<file path="config.mk">
export PLATFORM = sky130hd
export DESIGN_NAME = float_add_ctl_flat
export DESIGN_NICKNAME = d
export VERILOG_FILES = /design/src/rtl/float_add_ctl_if.sv /design/src/rtl/float_add_ctl.sv /design/src/flat_wrapper.sv
export SDC_FILE = /design/constraint.sdc
export NUM_CORES = 1
export LEC_CHECK = 0
export CAP_MARGIN = 5
export CORE_MARGIN = 3
export CORE_UTILIZATION = 63
export CTS_BUF_LIST = sky130_fd_sc_hd__clkbuf_4 sky130_fd_sc_hd__clkbuf_8
export DETAILED_ROUTE_END_ITERATION = 7
export GPL_ROUTABILITY_DRIVEN = 1
export PLACE_DENSITY_LB_ADDON = 0.1
export SLEW_MARGIN = 40
export SYNTH_ARGS = -nofsm -noshare
export SYNTH_HDL_FRONTEND = slang
export SYNTH_SLANG_ARGS = --single-unit
</file>
<file path="constraint.sdc">
create_clock -name clk -period 6.9 [get_ports clk]
set_clock_uncertainty 0.1 [all_clocks]
set_input_delay 2.07 -clock clk [delete_from_list [all_inputs] [get_ports clk]]
set_output_delay 2.07 -clock clk [all_outputs]
set_load 0.02 [all_outputs]
</file>
<file path="src/rtl/float_add_ctl_if.sv">
// Handshake and datapath bundle for float_add_ctl.
//   slave  : the controller side (accepts operands, drives adder inputs and results)
//   master : the client side (offers operands, models the adder, consumes results)
// Signals:
//   in_valid/in_ready/in_a/in_b/in_tag : operand-pair handshake
//   hold                               : suppresses issue to the adder
//   add_v1/add_v2/add_vres             : adder operand and result buses
//   res_valid/res/res_tag/res_special  : tagged result strobe
interface float_add_ctl_if #(
  parameter int TAG_W = 4
);
  logic             in_valid;
  logic             in_ready;
  logic [31:0]      in_a;
  logic [31:0]      in_b;
  logic [TAG_W-1:0] in_tag;
  logic             hold;
  logic [31:0]      add_v1;
  logic [31:0]      add_v2;
  logic [31:0]      add_vres;
  logic             res_valid;
  logic [31:0]      res;
  logic [TAG_W-1:0] res_tag;
  logic             res_special;

  modport slave (
    input  in_valid, in_a, in_b, in_tag, hold, add_vres,
    output in_ready, add_v1, add_v2, res_valid, res, res_tag, res_special
  );

  modport master (
    output in_valid, in_a, in_b, in_tag, hold, add_vres,
    input  in_ready, add_v1, add_v2, res_valid, res, res_tag, res_special
  );
endinterface

</file>
<file path="src/rtl/float_add_ctl.sv">
// Issue and result-merge controller around a pipelined float
// magnitude-difference adder. Operand pairs are buffered in a small FIFO,
// issued one per cycle to the adder, and tracked through a delay line
// matched to the adder latency. Operand classes the adder cannot handle
// (inf/NaN, equal magnitudes, zero/denormal exponents) are resolved at issue
// and substituted at the output.
// Ports:
//   clk  : rising-edge clock
//   rst  : synchronous active-high reset
//   bus  : float_add_ctl_if.slave (operand handshake, adder buses, results)
module float_add_ctl #(
  parameter int LAT   = 6,
  parameter int DEPTH = 4,
  parameter int TAG_W = 4
) (
  input logic            clk,
  input logic            rst,
  float_add_ctl_if.slave bus
);
  localparam int PW  = (DEPTH > 1) ? $clog2(DEPTH) : 1;
  localparam int CW  = PW + 1;
  localparam int NST = LAT + 1;
  localparam logic [CW-1:0] FULL = CW'(DEPTH);

  // operand FIFO
  logic [31:0]      mem_a_q   [DEPTH];
  logic [31:0]      mem_b_q   [DEPTH];
  logic [TAG_W-1:0] mem_tag_q [DEPTH];
  logic [PW-1:0]    wr_ptr_q, rd_ptr_q;
  logic [CW-1:0]    count_q, count_d;
  logic             in_ready_q;
  logic             push, pop;

  assign push = bus.in_valid & in_ready_q;
  assign pop  = (count_q != '0) & ~bus.hold;

  always_comb begin
    count_d = count_q;
    case ({push, pop})
      2'b10:   count_d = count_q + CW'(1);
      2'b01:   count_d = count_q - CW'(1);
      default: count_d = count_q;
    endcase
  end

  // in_ready is registered from the next count so it can never admit a
  // push into a full FIFO, and a pop only raises it on the following cycle.
  always_ff @(posedge clk) begin
    if (rst) begin
      wr_ptr_q   <= '0;
      rd_ptr_q   <= '0;
      count_q    <= '0;
      in_ready_q <= 1'b0;
    end else begin
      if (push) wr_ptr_q <= wr_ptr_q + PW'(1);
      if (pop)  rd_ptr_q <= rd_ptr_q + PW'(1);
      count_q    <= count_d;
      in_ready_q <= (count_d != FULL);
    end
  end

  always_ff @(posedge clk) begin
    if (push) begin
      mem_a_q[wr_ptr_q]   <= bus.in_a;
      mem_b_q[wr_ptr_q]   <= bus.in_b;
      mem_tag_q[wr_ptr_q] <= bus.in_tag;
    end
  end

  // head-of-FIFO classification; first matching rule wins
  logic [31:0]      head_a, head_b;
  logic [TAG_W-1:0] head_tag;
  logic             head_sp;
  logic [31:0]      head_sv;

  always_comb begin
    head_a   = mem_a_q[rd_ptr_q];
    head_b   = mem_b_q[rd_ptr_q];
    head_tag = mem_tag_q[rd_ptr_q];
    head_sp  = 1'b1;
    head_sv  = '0;
    if (head_a[30:23] == 8'hFF || head_b[30:23] == 8'hFF) begin
      head_sv = 32'h7FC0_0000;
    end else if (head_a[30:0] == head_b[30:0]) begin
      head_sv = 32'h0000_0000;
    end else if (head_a[30:23] == 8'h00) begin
      head_sv = {1'b0, head_b[30:0]};
    end else if (head_b[30:23] == 8'h00) begin
      head_sv = {1'b0, head_a[30:0]};
    end else begin
      head_sp = 1'b0;
    end
  end

  // adder operand registers: hold last value when nothing is issued
  logic [31:0] v1_q, v2_q;

  always_ff @(posedge clk) begin
    if (rst) begin
      v1_q <= '0;
      v2_q <= '0;
    end else if (pop) begin
      v1_q <= head_a;
      v2_q <= head_b;
    end
  end

  assign bus.add_v1 = v1_q;
  assign bus.add_v2 = v2_q;

  // Delay line: stage 0 lines up with add_v1/add_v2, the last stage with the
  // matching add_vres. It never stalls because the adder cannot.
  logic [NST-1:0]   dl_v_q;
  logic [NST-1:0]   dl_sp_q;
  logic [TAG_W-1:0] dl_tag_q [NST];
  logic [31:0]      dl_sv_q  [NST];

  always_ff @(posedge clk) begin
    if (rst) dl_v_q <= '0;
    else     dl_v_q <= {dl_v_q[NST-2:0], pop};
  end

  // payload is qualified by dl_v_q, so it needs no reset
  always_ff @(posedge clk) begin
    dl_sp_q     <= {dl_sp_q[NST-2:0], head_sp};
    dl_tag_q[0] <= head_tag;
    dl_sv_q[0]  <= head_sv;
    for (int k = 1; k < NST; k++) begin
      dl_tag_q[k] <= dl_tag_q[k-1];
      dl_sv_q[k]  <= dl_sv_q[k-1];
    end
  end

  // result register: payload holds its last value between strobes
  logic             res_valid_q;
  logic [31:0]      res_q;
  logic [TAG_W-1:0] res_tag_q;
  logic             res_sp_q;

  always_ff @(posedge clk) begin
    if (rst) begin
      res_valid_q <= 1'b0;
      res_q       <= '0;
      res_tag_q   <= '0;
      res_sp_q    <= 1'b0;
    end else begin
      res_valid_q <= dl_v_q[NST-1];
      if (dl_v_q[NST-1]) begin
        res_q     <= dl_sp_q[NST-1] ? dl_sv_q[NST-1] : bus.add_vres;
        res_tag_q <= dl_tag_q[NST-1];
        res_sp_q  <= dl_sp_q[NST-1];
      end
    end
  end

  assign bus.in_ready    = in_ready_q;
  assign bus.res_valid   = res_valid_q;
  assign bus.res         = res_q;
  assign bus.res_tag     = res_tag_q;
  assign bus.res_special = res_sp_q;
endmodule

</file>
<file path="src/flat_wrapper.sv">
// flat-port wrapper written by rule: the top's interface ports become plain ports
module float_add_ctl_flat 
#(
  parameter int LAT   = 6,
  parameter int DEPTH = 4,
  parameter int TAG_W = 4
)
  (clk, rst, bus_in_valid, bus_in_a, bus_in_b, bus_in_tag, bus_hold, bus_add_vres, bus_in_ready, bus_add_v1, bus_add_v2, bus_res_valid, bus_res, bus_res_tag, bus_res_special);
  float_add_ctl_if #(.TAG_W(TAG_W)) bus_i ();
  input logic clk;
  input logic rst;
  input wire logic [$bits(bus_i.in_valid)-1:0] bus_in_valid;
  input wire logic [$bits(bus_i.in_a)-1:0] bus_in_a;
  input wire logic [$bits(bus_i.in_b)-1:0] bus_in_b;
  input wire logic [$bits(bus_i.in_tag)-1:0] bus_in_tag;
  input wire logic [$bits(bus_i.hold)-1:0] bus_hold;
  input wire logic [$bits(bus_i.add_vres)-1:0] bus_add_vres;
  output wire logic [$bits(bus_i.in_ready)-1:0] bus_in_ready;
  output wire logic [$bits(bus_i.add_v1)-1:0] bus_add_v1;
  output wire logic [$bits(bus_i.add_v2)-1:0] bus_add_v2;
  output wire logic [$bits(bus_i.res_valid)-1:0] bus_res_valid;
  output wire logic [$bits(bus_i.res)-1:0] bus_res;
  output wire logic [$bits(bus_i.res_tag)-1:0] bus_res_tag;
  output wire logic [$bits(bus_i.res_special)-1:0] bus_res_special;
  assign bus_i.in_valid = bus_in_valid;
  assign bus_i.in_a = bus_in_a;
  assign bus_i.in_b = bus_in_b;
  assign bus_i.in_tag = bus_in_tag;
  assign bus_i.hold = bus_hold;
  assign bus_i.add_vres = bus_add_vres;
  assign bus_in_ready = bus_i.in_ready;
  assign bus_add_v1 = bus_i.add_v1;
  assign bus_add_v2 = bus_i.add_v2;
  assign bus_res_valid = bus_i.res_valid;
  assign bus_res = bus_i.res;
  assign bus_res_tag = bus_i.res_tag;
  assign bus_res_special = bus_i.res_special;
  float_add_ctl #(.LAT(LAT), .DEPTH(DEPTH), .TAG_W(TAG_W)) u_core (.clk(clk), .rst(rst), .bus(bus_i));
endmodule
</file>
Word-level counts from Yosys, hierarchy flattened
Memory sizes are Yosys's and may differ from the RTL's. A register that Yosys moved wholly into a read port is not among the register bits.
Index checks and enable logic that the tools add are counted.
{ "totals": {"register_bits": 120, "mem_bits_rw": 524, "input_bits": 104, "output_inout_bits": 103, "wordCells": 50, "memories": 5} }
{ "mem_list": {"columns": ["memory", "depth", "width", "read_ports", "rd_clocked_by_memory_dff", "write_ports", "line_no", "text"], "rows": [
  ["u_core.dl_sv_q", 7, 32, 7, 0, 7, "float_add_ctl.sv:116", "logic [31:0] dl_sv_q [NST];"],
  ["u_core.mem_a_q", 4, 32, 1, 1, 1, "float_add_ctl.sv:26", "logic [31:0] mem_a_q [DEPTH];"],
  ["u_core.mem_b_q", 4, 32, 1, 1, 1, "float_add_ctl.sv:27", "logic [31:0] mem_b_q [DEPTH];"],
  ["u_core.dl_tag_q", 7, 4, 7, 1, 7, "float_add_ctl.sv:115", "logic [TAG_W-1:0] dl_tag_q [NST];"],
  ["u_core.mem_tag_q", 4, 4, 1, 1, 1, "float_add_ctl.sv:28", "logic [TAG_W-1:0] mem_tag_q [DEPTH];"]
]} }
{ "classes": {"n_addsub": 4, "eq_ne": 6, "mux": 15, "bitwise": 3, "n_reduce_logical": 5} }
{ "ops": {"columns": ["cell", "n"], "rows": [
  ["two-way mux 32 bit", 4],
  ["== test 31 bit", 1],
  ["two-way mux 31 bit", 1],
  ["== test 8 bit (second input constant)", 2],
  ["zero test 8 bit", 2],
  ["two-way mux 2 bit", 6],
  ["one-hot mux 3 bit (2 select lines)", 1],
  ["adder 2 x 1 -> 2 bit (second input constant)", 2],
  ["adder 3 x 1 -> 3 bit (second input constant)", 1],
  ["two-way mux 1 bit", 3],
  ["inequality test 3 bit (second input constant)", 1],
  ["nonzero test 3 bit", 1],
  ["OR reduction 3 bit", 1],
  ["subtractor 3 x 1 -> 3 bit (second input constant)", 1],
  ["AND 1 bit", 2],
  ["== test 2 x 1 -> 1 bit (second input constant)", 1],
  ["== test 2 bit (second input constant)", 1],
  ["logical OR 1 bit", 1],
  ["NOT 1 bit", 1]
]} }

Logic depth before layout (Yosys ltp)
{ "logic_depth": {"depth_word": 5, "mapped_depth": 11, "mapped_depth_nobuf": 10} }

Least setup slack after synthesis
OpenSTA, ideal clock, no wires.
{ "synth_path": {"path_type": "in2reg", "from": "in bus_in_valid", "to": "mem u_core.mem_a_q[0][0], enable pin", "setup_time_ns": 0.434, "arrival_time_ns": 3.715, "t_required_ns": 6.366, "slack_ns": 2.652, "path_stages": 1, "path_buffers": 0, "cell_sequence": "and3_1"} }
{ "synth_between": {"elab_chain_len": 3} }
{ "synth_lines": {"columns": ["element", "line_no", "text"], "rows": [
  ["start: declaration", "flat_wrapper.sv:12", "input wire logic [$bits(bus_i.in_valid)-1:0] bus_in_valid;"],
  ["AND 1 bit", "float_add_ctl.sv:34", "assign push = bus.in_valid & in_ready_q;"],
  ["two-way mux 1 bit", "float_add_ctl.sv:63", "if (push) begin"],
  ["two-way mux 1 bit (implied by the code)", "float_add_ctl.sv:64", "mem_a_q[wr_ptr_q] <= bus.in_a;"],
  ["end: declaration", "float_add_ctl.sv:26", null]
]} }
Every way passes these cells.

Final worst setup path
{ "layout_path": {"from": "reg u_core.in_ready_q, in the netlist u_core.bus.in_ready", "to": "out bus_in_ready"} }
{ "layout_rtl": {"columns": ["element", "line_no", "text"], "rows": [
  ["start: declaration", "float_add_ctl.sv:31", "logic in_ready_q;"],
  ["start signal: assignment", "float_add_ctl.sv:58", "in_ready_q <= (count_d != FULL);"],
  ["end: declaration", "flat_wrapper.sv:18", "output wire logic [$bits(bus_i.in_ready)-1:0] bus_in_ready;"]
]} }
No word-level cell between the ends.

==> impl_metrics.py <==
metrics = {
    "critical_path": {
        "startpoint_type": "flip-flop",
        "worst_ep_arrival_time_ns": 1.74,
        "worstPathMaxFanout": 7,
        "crit_buf_inv": 1,
        "end_kind": "output port",
        "path_cells": "clkdlybuf4s50_1",
        "max_stage_delay_ns": 0.67,
        "path_class": "reg -> out",
        "critical_path.startpoint": "u_core.bus.in_ready$_SDFF_PP0_",
        "path_delay_family": "buffers and inverters",
        "cp.depth": 1,
        "critPathRequiredTime_ns": 4.73,
        "cp_slowest_cell": "clkdlybuf4s50_1",
        "worst_r2r_path_depth": 7,
    },
    "global_routing": {
        "grt_pass1_wl_um": 60000,
        "grt_max_degree": 71,
        "grt-ovfl-total": 0,
        "grt_antenna_before_repair": 3,
        "grt_pass1_vias": 11000,
        "grtUsageTotal_pct": 23.0,
    },
    "cts": {
        "cts_tree": "built",
        "clkLatencyLatePin_ns": 0.60,
        "cts_resized": 0,
        "cts.path.max_buffers": 3,
        "cts.reportedPaths.clkPinSlew_ns": 0.07,
        "hold_buffers": 0,
        "numCtsBuffers": 94,
        "post_cts_buffers": 0,
        "htreeDepth": 3,
        "root_buffer": "clkbuf_8",
        "cts.sinks": 643,
    },
    "placed_design": {
        "port_buffers": 206,
        "gp_routability_congestion": 0.843,
        "place_inst": 1799,
        "place_area_mm2": 0.0226,
        "place_hpwl_um": 24800,
    },
    "synth": {
        "yosysSeqAreaShare_pct": 77.3,
        "synthesis.instances": 1246,
        "yosysWarnings": 0,
        "avgSynthCellArea_um2": 16.2,
        "ys_types": 38,
        "synth_edf_count": 272,
        "synth_flop_cell": "dfxtp_1",
        "synth_area_mm2": 0.0202,
        "ys_ff_latch": 643,
        "synth-async-reset-ratio_pct": 0,
        "synth.net_count": 1356,
    },
    "routing": {
        "drtIter0Drc": 709,
        "vias_per_cell": 5.44,
        "ant_nets": 0,
        "wl_per_cell_um": 20.0,
        "wl_um": 39400,
        "drcViolationCount": 0,
        "dr.pass1.iters": 6,
        "vias": 10700,
    },
    "final_layout": {
        "layout-drive-gt1-share_pct": 17.9,
        "final_cells": 1972,
        "final.fill_count": 1740,
        "final_util_pct": 79.3,
        "num-nets-final": 1609,
        "syn2layout_area_growth_pct": 22.1,
        "final_area_mm2": 0.0246,
    },
    "floorplan": {
        "fp.dieH_um": 185,
        "std_cell_rows": 64,
        "dieArea_mm2": 0.0342,
        "dieWidth_um": 185,
        "top_level_ports": 207,
        "start_util_pct": 64.9,
        "core_mm2": 0.0311,
    },
    "power": {
        "vdd_drop_max_v": 0.000316,
        "total_power_mw": 9.29,
        "p_leak_nw": 8.53,
        "power_density_mw_per_mm2": 377,
    },
    "hold_path": {
        "holdCritStartpoint": "u_core.dl_sv_q[3][28]$_DFF_P_",
        "hold_path.class": "reg -> reg",
        "hold_path_depth": 0,
    },
    "outcome": {
        "status": "complete, no violations",
    },
    "timing": {
        "timing.setup.tns_ns": 0,
        "finalCritPeriodShare_pct": 56.7,
        "setup_violations": 0,
        "relSlewSlack_pct": 45.0,
        "final.min_clock_period_ns": 3.91,
        "maxSlewViolCount": 0,
        "rsz0062_at_grt": "no",
        "worstMarginPinSlew_ns": 0.825,
        "hold_violations": 0,
        "fmax_mhz": 256,
    },
    "flow_run": {
        "maxCapViolCount": 0,
    },
}
==> stage by stage <==
stage,setup WS (ns),hold slack [ns]
floorplan,2.65,0.210
global placement,2.55,0.210
detailed placement,2.53,0.212
CTS,2.97,0.199
global route,2.90,0.208
finish,2.99,0.212
==> power breakdown <==
| part | internal [mW] | total (mW) | switching [mW] | leakage (nW) |
|---|---|---|---|---|
| Clock | 1.81 | 3.14 | 1.33 | 1.10 |
| Combinational | 0.708 | 1.67 | 0.961 | 1.96 |
| Sequential | 4.31 | 4.49 | 0.177 | 5.48 |
| Total | 6.82 | 9.29 | 2.47 | 8.53 |
==> kinds of logic after synthesis <==
family | Yosys count | share of synthesized area (%)
fa+ha+maj | 6 | 0.409
buf+inv | 68 | 1.60
mux | 105 | 9.43
flops | 643 | 77.3
simple gates | 256 | 5.69
compound gates | 131 | 3.96
xor+xnor | 37 | 1.61
==> metal layers <==
| metal | track usage [%] | wire, um | up-vias |
|---|---|---|---|
| met5 | 0 | 17 | - |
| met4 | 9.15 | 1150 | 2 |
| met3 | 5.66 | 2950 | 78 |
| met2 | 37.7 | 19200 | 397 |
| met1 | 30.1 | 16000 | 5201 |
| li1 | - | - | 5042 |
==> layout make-up <==
type	count	area, um^2	area share (%)
clock buffers	157	1890	7.68
inverters	6	22.5	0.0914
repair buffers	219	2180	8.86
well taps	396	495	2.01
clock inverters	14	148	0.599
flip-flops and latches	643	15600	63.3
diodes	2	5.00	0.0203
multi-input cells	535	4290	17.4
==> registers in the layout, indices dropped and copies added (netlist names), 3 cells and up, named ones only <==
signal and flops:
u_core.bus.res 32, u_core.bus.add_v1 32, u_core.bus.res_tag 4, u_core.mem_b_q 128, u_core.dl_tag_q 28, u_core.bus.add_v2 32, u_core.dl_v_q 7, u_core.mem_a_q 128
u_core.dl_sv_q 217, u_core.dl_sp_q 7, u_core.mem_tag_q 16, u_core.count_q 3
==> worst paths after layout <==
path	endpoint	slack, ns
setup / recovery	bus_in_ready	2.99
hold / removal	u_core.dl_sv_q[4][28]$_DFF_P_	0.21
setup reg to reg	u_core.dl_sv_q[0][4]$_SDFF_PP0_	3.22
hold reg to reg	u_core.dl_sv_q[4][28]$_DFF_P_	0.21
==> placed cells by master, fill, tap and decap left out, types with 2 or more instances in the layout <==
master and n:
xor2_1 35, xnor2_1 2, nand2_1 145, nand3b_1 7, nor2b_1 10, mux4_2 68, diode_2 2, clkdlybuf4s50_1 205
mux2i_1 36, buf_12 2, dfxtp_1 367, or4_4 2, a21oi_1 73, inv_6 2, nor3_1 3, nor2_1 51
clkbuf_4 43, nor4_1 7, clkbuf_8 114, nor2_2 12, a22oi_1 25, or4_1 2, inv_1 5, ha_1 5
edfxtp_1 272, clkinv_2 7, buf_4 12, nand4_1 6, and3_4 4, bufinv_16 2, a211oi_1 31, dfxtp_4 3
==> cells in the mapped netlist (2+ instances only) <==
cell type / n / area, um^2
clkbuf_1: 32 / 120
nor4_1: 7 / 43.8
inv_1: 6 / 22.5
xor2_1: 35 / 307
mux2i_1: 36 / 360
ha_1: 5 / 62.6
buf_1: 13 / 48.8
nor3_1: 3 / 15.0
or4_1: 2 / 15.0
a22oi_1: 25 / 188
a21oi_1: 73 / 365
or4_4: 2 / 22.5
nor2b_1: 10 / 62.6
buf_4: 6 / 45.0
and3_1: 4 / 25.0
nand4_1: 6 / 37.5
nor2_1: 51 / 191
buf_6: 5 / 56.3
mux4_2: 68 / 1530
dfxtp_1: 371 / 7430
nand2_1: 145 / 544
buf_2: 6 / 30.0
nor2_2: 12 / 75.1
edfxtp_1: 272 / 8170
xnor2_1: 2 / 17.5
a211oi_1: 31 / 233
nand3b_1: 7 / 52.6
No activity file was read; power rests on OpenSTA's default activity.
==> patch, RTL diff (same flow settings) <==
`DEPTH` is set to 4 in 2 places; all go to 16.
--- a/src/rtl/float_add_ctl.sv
+++ b/src/rtl/float_add_ctl.sv
@@ -11,5 +11,5 @@
 module float_add_ctl #(
   parameter int LAT   = 6,
-  parameter int DEPTH = 4,
+  parameter int DEPTH = 16,
   parameter int TAG_W = 4
 ) (
--- a/src/flat_wrapper.sv
+++ b/src/flat_wrapper.sv
@@ -3,5 +3,5 @@
 #(
   parameter int LAT   = 6,
-  parameter int DEPTH = 4,
+  parameter int DEPTH = 16,
   parameter int TAG_W = 4
 )
Behaviour: no difference found for any inputs over 4 cycles, from zero or initial values and one cycle with rst high; that may be too few to reach the edited logic, so the function may still have changed.
==> patch against the unedited design <==
  * Hold slack worse by 0.015 ns
  * Area after synthesis rose to 2.6 times the old value
  * Total power up 130%
  * Setup slack worse by 0.66 ns
  * Sequential cell count up 824
  * Wire length rose to 3.0 times the old value
  * Cell area up 140%
  * Critical path type is now reg -> reg
  * Highest routed layer unchanged
==> patch: results (changes against the unedited design) <==
run_status:
  status: "finished clean"
global_route:
  track_usage: 0.279  # +0.0488
  grt_max_degree: 93  # +31%
  grt_pass1_vias: 26756  # +140%
  grt_pass1_wl_um: 174000  # +190%
floorplanning:
  dieArea_sq_mm: 0.0855  # +150%
setup_path:
  slowest_delay_ns: 0.65  # -0.02 ns
  slowest_stage: "dfxtp_4"
  arrival_ns: 5.15  # +3.41 ns
  worstPathMaxFanout: 40  # +33
placement:
  place_ws_ns: 1.82  # -0.711 ns
  gp_congestion: 0.800  # -5.2%
yosys:
  ys_types: 55  # +45%
  ys_top_cells_by_count: "1,088 x edfxtp_1, 379 x dfxtp_1, 278 x mux4_2"
  seq_area_frac_synth: 0.779  # +0.00599
  ys_top_cells_by_area: "edfxtp_1 63%, dfxtp_1 15%, mux4_2 12%"
  synth_top_flop_cell: "edfxtp_1"
  synth-edff-count: 1088  # +300%
final_layout:
  clkbuf_count: 321  # +100%
  multi_input_area_sq_mm: 0.0108  # +150%
  regArea_sq_mm: 0.0403  # +160%
  fin_nets: 3072  # +91%
  final-clk-cell-share: 0.0732  # -0.00959
  drive_above_1_share: 0.231  # +0.0518
  top_regs: "u_core.mem_a_q (512), u_core.mem_b_q (512), u_core.dl_sv_q (217)"
route:
  drt-met1-wl_um: 46300  # +190%
  drt-initial-drc-count: 2776  # +290%
clocking:
  htreeDepth: 4  # +1
==> patch: worst max-delay path: cells and delay by family, from the launching register on <==
kind / cells / cell delay [ns]
simple gates: 3 / 1.04
mux: 2 / 1.19
compound gates: 1 / 0.08
flops: 1 / 0.65
buf+inv: 4 / 1.25
==> patch: final timing paths <==
path	from	end	slack [ns]	cells past startpoint
hold reg to reg	u_core.dl_sv_q[2][27]	u_core.dl_sv_q[3][27]	0.20	0
setup reg to reg	flop	u_core.dl_sv_q[0][1]	2.33	10
hold / removal	u_core.dl_sv_q[2][27]	u_core.dl_sv_q[3][27]	0.20	0
setup / recovery	flop	u_core.dl_sv_q[0][1]	2.33	10
==> patch: report_power, final <==
group          total (W)  internal (W)  switching, W
clock            0.00688       0.00372       0.00316
sequential        0.0101       0.00986      0.000222
combinational    0.00399       0.00177       0.00222
total             0.0210        0.0154       0.00560
==> patch: through the flow <==
step	instances	area, sq um	util	power (W)
2_1_floorplan	2615	51700	-	0.0128
3_3_place_gp	3797	55200	0.681	0.0141
3_5_place_dp	3799	55200	0.682	0.0142
4_1_cts	4196	59600	0.736	0.0211
5_1_grt	4203	59700	0.737	0.0218
6_report	4207	59700	0.737	0.0210
==> patch: metal layers <==
layer	GRT usage	up-vias
met5	0	-
met4	0.0979	4
met3	0.0642	206
met2	0.436	1390
met1	0.397	13348
li1	-	11138
==> patch: logic make-up after synthesis <==
group                      share of synthesized area
adders and majority gates                    0.00194
muxes                                          0.136
xor gates and xnor gates                     0.00695
AOI/OAI and AO/OA                             0.0320
and+or+nand+nor                               0.0297
buffers and inverters                         0.0145
DFF                                            0.779
